## src/rtl/seg7_pkg.sv

```systemverilog
// Shared types and constants for the seven-segment scan driver.
// Segment vectors are active-low, bit order {A,B,C,D,E,F,G,P} with A as the MSB.
package seg7_pkg;

  typedef logic [7:0] seg_t;

  // All segments and the decimal point dark.
  localparam seg_t SEG_OFF = 8'hFF;

  // Hex digit to active-low segments; P is left dark (1) in every entry.
  localparam seg_t SEG_TABLE [16] = '{
    8'h03, 8'h9F, 8'h25, 8'h0D, 8'h99, 8'h49, 8'h41, 8'h1F,
    8'h01, 8'h09, 8'h11, 8'hC1, 8'h63, 8'h85, 8'h61, 8'h71
  };

endpackage

```

## src/rtl/seg7_hex_decode.sv

```systemverilog
// Combinational hex nibble to seven-segment decoder.
// Ports:
//   nibble_i  4-bit hex digit
//   seg_o     active-low segments {A..G,P}; P is always 1 (dark)
module seg7_hex_decode
  import seg7_pkg::*;
(
  input  logic [3:0] nibble_i,
  output seg_t       seg_o
);

  assign seg_o = SEG_TABLE[nibble_i];

endmodule

```

## src/rtl/seg7_scan_driver.sv

```systemverilog
// Time-multiplexed driver for an N-digit common-anode seven-segment display.
// Inputs are sampled into shadow registers once per frame (on the last cycle of the last
// digit slot) so a frame never mixes old and new digits. Each slot starts with a blanking
// window to suppress ghosting; anode and catode are registered (1-cycle latency).
//
// Optional feature: define SEG7_LZ_SUPPRESS_EN to blank leading zero digits. The mask is
// computed from the input value at latch time and stored with the shadows. Digit 0 is never
// suppressed, and a suppressed digit still shows its decimal point.
//
// Ports:
//   clk         system clock
//   rst_n       asynchronous active-low reset
//   value       packed hex digits, digit i = value[4i+3:4i], digit 0 rightmost
//   dp_mask     1 = light decimal point of digit i
//   digit_en    1 = digit i shown, 0 = digit fully dark (including DP)
//   anode       active-low digit select, at most one bit low
//   catode      active-low segments {A,B,C,D,E,F,G,P}
//   frame_done  one-cycle pulse in the cycle whose closing edge latches the inputs
module seg7_scan_driver
  import seg7_pkg::*;
#(
  parameter int unsigned NUM_DIGITS   = 4,
  parameter int unsigned REFRESH_DIV  = 100000,
  parameter int unsigned BLANK_CYCLES = 1000
) (
  input  logic                    clk,
  input  logic                    rst_n,
  input  logic [4*NUM_DIGITS-1:0] value,
  input  logic [NUM_DIGITS-1:0]   dp_mask,
  input  logic [NUM_DIGITS-1:0]   digit_en,
  output logic [NUM_DIGITS-1:0]   anode,
  output logic [7:0]              catode,
  output logic                    frame_done
);

  localparam int unsigned TickW = (REFRESH_DIV > 1) ? $clog2(REFRESH_DIV) : 1;
  localparam int unsigned IdxW  = (NUM_DIGITS > 1) ? $clog2(NUM_DIGITS) : 1;

  localparam logic [TickW-1:0] TickLast  = TickW'(REFRESH_DIV - 1);
  localparam logic [TickW-1:0] TickBlank = TickW'(BLANK_CYCLES);
  localparam logic [IdxW-1:0]  IdxLast   = IdxW'(NUM_DIGITS - 1);

  // Scan counters
  logic [TickW-1:0] tick_d, tick_q;
  logic [IdxW-1:0]  idx_d, idx_q;
  logic             tick_wrap;
  logic             frame_end;

  // Shadow copies of the display inputs
  logic [4*NUM_DIGITS-1:0] value_q;
  logic [NUM_DIGITS-1:0]   dp_q;
  logic [NUM_DIGITS-1:0]   en_q;

  // Registered outputs
  logic [NUM_DIGITS-1:0] anode_d, anode_q;
  seg_t                  catode_d, catode_q;

  // Current-digit selections from the shadows
  logic [3:0] nib_sel;
  logic       dp_sel;
  logic       en_sel;
  logic       hide_sel;
  logic       blank;
  seg_t       dec_seg;

  always_comb begin
    tick_wrap = (tick_q == TickLast);
    frame_end = tick_wrap && (idx_q == IdxLast);
    tick_d    = tick_wrap ? '0 : tick_q + TickW'(1);
    idx_d     = idx_q;
    if (tick_wrap) begin
      idx_d = (idx_q == IdxLast) ? '0 : idx_q + IdxW'(1);
    end
  end

  always_ff @(posedge clk or negedge rst_n) begin
    if (!rst_n) begin
      tick_q <= '0;
      idx_q  <= '0;
    end else begin
      tick_q <= tick_d;
      idx_q  <= idx_d;
    end
  end

  always_ff @(posedge clk or negedge rst_n) begin
    if (!rst_n) begin
      value_q <= '0;
      dp_q    <= '0;
      en_q    <= '0;
    end else if (frame_end) begin
      value_q <= value;
      dp_q    <= dp_mask;
      en_q    <= digit_en;
    end
  end

`ifdef SEG7_LZ_SUPPRESS_EN
  logic [NUM_DIGITS-1:0] lz_d, lz_q;
  logic                  zero_run;

  // Walk from the top digit down; a digit is suppressed while it and everything above is 0.
  always_comb begin
    lz_d     = '0;
    zero_run = 1'b1;
    for (int i = NUM_DIGITS - 1; i >= 1; i--) begin
      zero_run = zero_run & (value[4*i +: 4] == 4'h0);
      lz_d[i]  = zero_run;
    end
  end

  always_ff @(posedge clk or negedge rst_n) begin
    if (!rst_n) begin
      lz_q <= '0;
    end else if (frame_end) begin
      lz_q <= lz_d;
    end
  end

  always_comb begin
    hide_sel = 1'b0;
    for (int i = 0; i < NUM_DIGITS; i++) begin
      if (idx_q == IdxW'(i)) begin
        hide_sel = lz_q[i];
      end
    end
  end
`else
  assign hide_sel = 1'b0;
`endif

  // Loop mux keeps indexing in range for non-power-of-two digit counts.
  always_comb begin
    nib_sel = 4'h0;
    dp_sel  = 1'b0;
    en_sel  = 1'b0;
    for (int i = 0; i < NUM_DIGITS; i++) begin
      if (idx_q == IdxW'(i)) begin
        nib_sel = value_q[4*i +: 4];
        dp_sel  = dp_q[i];
        en_sel  = en_q[i];
      end
    end
  end

  seg7_hex_decode u_hex_decode (
    .nibble_i (nib_sel),
    .seg_o    (dec_seg)
  );

  always_comb begin
    blank    = (tick_q < TickBlank);
    anode_d  = '1;
    catode_d = SEG_OFF;
    if (!blank) begin
      for (int i = 0; i < NUM_DIGITS; i++) begin
        if (idx_q == IdxW'(i)) begin
          anode_d[i] = 1'b0;
        end
      end
      // A disabled digit keeps its anode slot so overall brightness stays constant.
      if (en_sel) begin
        catode_d = {(hide_sel ? 7'h7F : dec_seg[7:1]), ~dp_sel};
      end
    end
  end

  always_ff @(posedge clk or negedge rst_n) begin
    if (!rst_n) begin
      anode_q  <= '1;
      catode_q <= SEG_OFF;
    end else begin
      anode_q  <= anode_d;
      catode_q <= catode_d;
    end
  end

  assign anode      = anode_q;
  assign catode     = catode_q;
  assign frame_done = frame_end;

endmodule
```

## config.mk

```make
export PLATFORM = sky130hd
export DESIGN_NAME = seg7_scan_driver
export DESIGN_NICKNAME = d
export VERILOG_FILES = /design/src/rtl/seg7_pkg.sv /design/src/rtl/seg7_hex_decode.sv /design/src/rtl/seg7_scan_driver.sv
export SDC_FILE = /design/constraint.sdc
export NUM_CORES = 1
export LEC_CHECK = 0
export CORE_AREA = 2 2 79 74
export CTS_BUF_LIST = sky130_fd_sc_hd__clkbuf_16
export DETAILED_ROUTE_END_ITERATION = 7
export DIE_AREA = 0 0 81 76
export PLACE_DENSITY = 0.86
export SLEW_MARGIN = 5
export SYNTH_ARGS = -nofsm -noshare
export SYNTH_HDL_FRONTEND = slang
export SYNTH_SLANG_ARGS = --single-unit
```

## constraint.sdc

```tcl
create_clock -name clk -period 2.8 [get_ports clk]
set_input_delay 0.42 -clock clk [delete_from_list [all_inputs] [get_ports clk]]
set_output_delay 0.42 -clock clk [all_outputs]
set_load 0.1 [all_outputs]
```

==> summary.md <==
| Metric | Value |
|---|---|
| Run status | `completed` |
| Hold Violations, Final | `0` |
| # setup viols final | `0` |
| Core ar. | `5400 um2` |
| Final wirelength | `between 5000 and 6000 um` |
| Clock Skews | `approximately 0.0056 ns` |
| Post-Route Setup TNS | `0 ns` |
| Clk_lat worst skew | `0.29 ns` |
| Global placer's final weighted congestion | `0.8901` |
| Root Driver | `clkbuf_16` |
| Worst EP required | `2.38 ns` |
| Post-synthesis sequential area ratio | `51.51%` |
| Fin crit period | `2.530 ns` |
| Vias in the first global route | `around 1.8k` |
| Largest net degree at the start of global routing | `50` |
| Critical Path Most Common Cell | `buf_12` |
| PD cells | `460.0 nW/um2` |
| Fraction of layout cells with a size suffix above 1 | `approximately 23%` |
| Port bufs | `38` |
| Wire length per cell after detailed routing | `14.81 um` |
| Max_cap viols | `0` |
| Post-CTS Setup Repair Bufs | `0` |
| Placed Area | `3149 um2` |
| Die area | `6156 um2` |
| Total CTS buffers | `5` |
| Commonest non-fill, non-tap cell in the layout | `dfrtp_1` |
| Final period util | `90.37%` |
| Initial DRT Pass Iterations | `4` |
| Area delta synth->final | `22.65%` |
| Syn avg cell area | `11.85 um2` |
| Yosys warning count | `0` |
| Async set-or-reset flop fraction in the synthesized netlist | `100.0%` |
| Fillers | `approximately 450` |
| Dpl hpwl | `between 3000 and 4000 um` |
| Yosys reg bits | `55` |
| Fin area | `roughly 3300 um2` |
| Worst-Margin Slew | `1.068 ns` |
| Post-Syn Area | `2701 um2` |
| CP Launch Type | `register` |
| Netlist cell types | `46` |
| Share of the synthesized area in the top cell type | `39.83%` |
| Pwr Total | `1.524 mW` |
| Initial antenna violation count | `0` |
| Clock Sinks | `55` |
| Worst path arrival time | `2.11 ns` |
| CP Cell Sequence | `ha_1 -> inv_2 -> nor4_4 -> buf_12 -> buf_12` |
| DR DRC count | `0` |
| Top_reg_cell synth | `dfrtp_1` |
| Pins Over Slew Limit | `0` |
| Max-slew headroom | `28.77%` |
| GRT Resource Usage Total | `17.95%` |
| CP Class | `register to output port` |
| Critical Path Fanout Max | `26` |
| Cell Rows | `26` |
| Layout Nets | `about 300` |
| H-tree levels | `2` |
| Post-Synthesis Cells | `228` |
| Mean number of vias per cell | `between 5 and 6` |
| Post-synth top area cell | `dfrtp_1` |
| Final core occ | `61.35%` |
| Longest individual stage delay on the worst path | `0.46 ns` |
| Class of the worst hold path | `input port to asynchronous set/reset pin` |
| Gr ovfl total | `0` |
| CTS clock-pin slew for the worst setup and hold paths | `around 0.070 ns` |
| Hold_buf cts | `0` |
| First-pass GRT wire length | `8645 um` |
| Lkg Pwr | `~1.5 nW` |
| ANT nets after route | `0` |
| CTS tree | `yes` |
| Synth Net Count | `265` |
| Clk buf depth | `2` |
| Peak supply drop | `0.3235 mV` |
| Setup crit end kind | `output port` |
| Detailed Route Iter0 Violations | `92` |
| CP max-delay cell | `ha_1` |
| Vias | `1852` |
| Highest clock rate | `between 300 and 400 MHz` |
| Synth top area cells | `dfrtp_1 40%, dfstp_2 12%, mux2_4 5.6%` |
| Initial core utilization | `between 50% and 60%` |
| Inserted Diodes | `0` |
| RSZ-0062 raised after global routing | `false` |
| Most frequent cells in the layout | `43 x dfrtp_1, 24 x clkdlybuf4s50_1, 18 x nand2_1` |
| Cells resized by post-CTS repair | `0` |
| Die Y | `76 um` |
| Ports | `39` |
| Post-synth EDFFs | `0` |
| Die Wd | `81 um` |
cell type report:
type	instances	area, um2	share of cell area (%)
clock buffer	5	125.1	3.776
clock inverter	3	38.79	1.171
inverter	11	41.29	1.246
multi-input combinational	155	1224	36.93
sequential	55	1391	41.99
tap	70	87.58	2.644
timing repair buffer	43	405.4	12.24
sequential cells by signal, indices dropped and copies added (netlist names):
signal	count
dp_q	4
idx_q	2
tick_q	17
anode	4
catode	8
value_q	16
en_q	4
worst max-delay path, delay by kind of cell (launching register included):
kind	cells	cell delay, ns
adder cells (fa/ha/maj)	1	0.46
buffers and inverters	3	0.59
flip-flops	1	0.39
AND/OR/NAND/NOR	1	0.36
synth_stat cells (5+ instances only):
cell type,count
inv_1,10
o221ai_1,5
mux2_1,7
ha_1,11
mux2_2,6
nand3_1,8
dfrtp_1,43
nand2_1,18
nor2b_1,6
o21ai_0,5
a21oi_1,10
nor2_1,12
xnor2_1,7
dfstp_2,12
xor2_1,8
mux2_4,10
per-layer routing:
metal  track usage, %  part of all wire [%]  wire [um]  vias up
li1                 -                     -          -      887
met1            26.23                    49       2495      903
met2            26.36                    44       2246       53
met3            4.147                   4.7        236        9
met4            6.102                   1.7         86        0
met5                0                     0          0        -
worst paths after layout:
path,start,end,slack [ns],depth (start not counted)
max,idx_q[1]$_DFFE_PN0N_,frame_done,0.27,5
min,rst_n,tick_q[2]$_DFF_PN0_,0.33,1
max reg2reg,idx_q[0]$_DFFE_PN0N_,catode[4]$_DFF_PN1_,0.32,10
min reg2reg,value_q[9]$_DFFE_PN0P_,value_q[9]$_DFFE_PN0P_,0.49,1
max in group asynchronous,rst_n,anode[2]$_DFF_PN1_,1.71,2
min in group clk,value_q[9]$_DFFE_PN0P_,value_q[9]$_DFFE_PN0P_,0.49,1
through the flow:
| stage | std cells | worst slack (ns) | hold WS (ns) |
|---|---|---|---|
| floorplan | 228 | 0.6832 | 0.1244 |
| global placement | 334 | 0.5366 | 0.4770 |
| detailed placement | 334 | 0.4125 | 0.4879 |
| CTS | 342 | 0.2783 | 0.3689 |
| global route | 342 | 0.1587 | 0.4283 |
| finish | 342 | 0.2696 | 0.3305 |
kinds of logic after synthesis:
| group | after synthesis | synth area share [%] |
|---|---|---|
| AO/OA/AOI/OAI | 34 | 8.754 |
| XOR/XNOR | 15 | 4.864 |
| adder cells (fa/ha/maj) | 11 | 5.095 |
| buffers and inverters | 18 | 3.196 |
| flip-flops | 55 | 51.51 |
| multiplexers | 26 | 12.09 |
| AND/OR/NAND/NOR | 69 | 14.50 |
where the power goes:
group | leakage, nW | total [mW] | internal, mW | switching, mW
registers | 0.708 | 0.795 | 0.795 | 0
clock network | 0.0812 | 0.677 | 0.417 | 0.260
logic | 0.695 | 0.0516 | 0.0317 | 0.0199
Note: power is estimated with default switching activity, not from simulation.
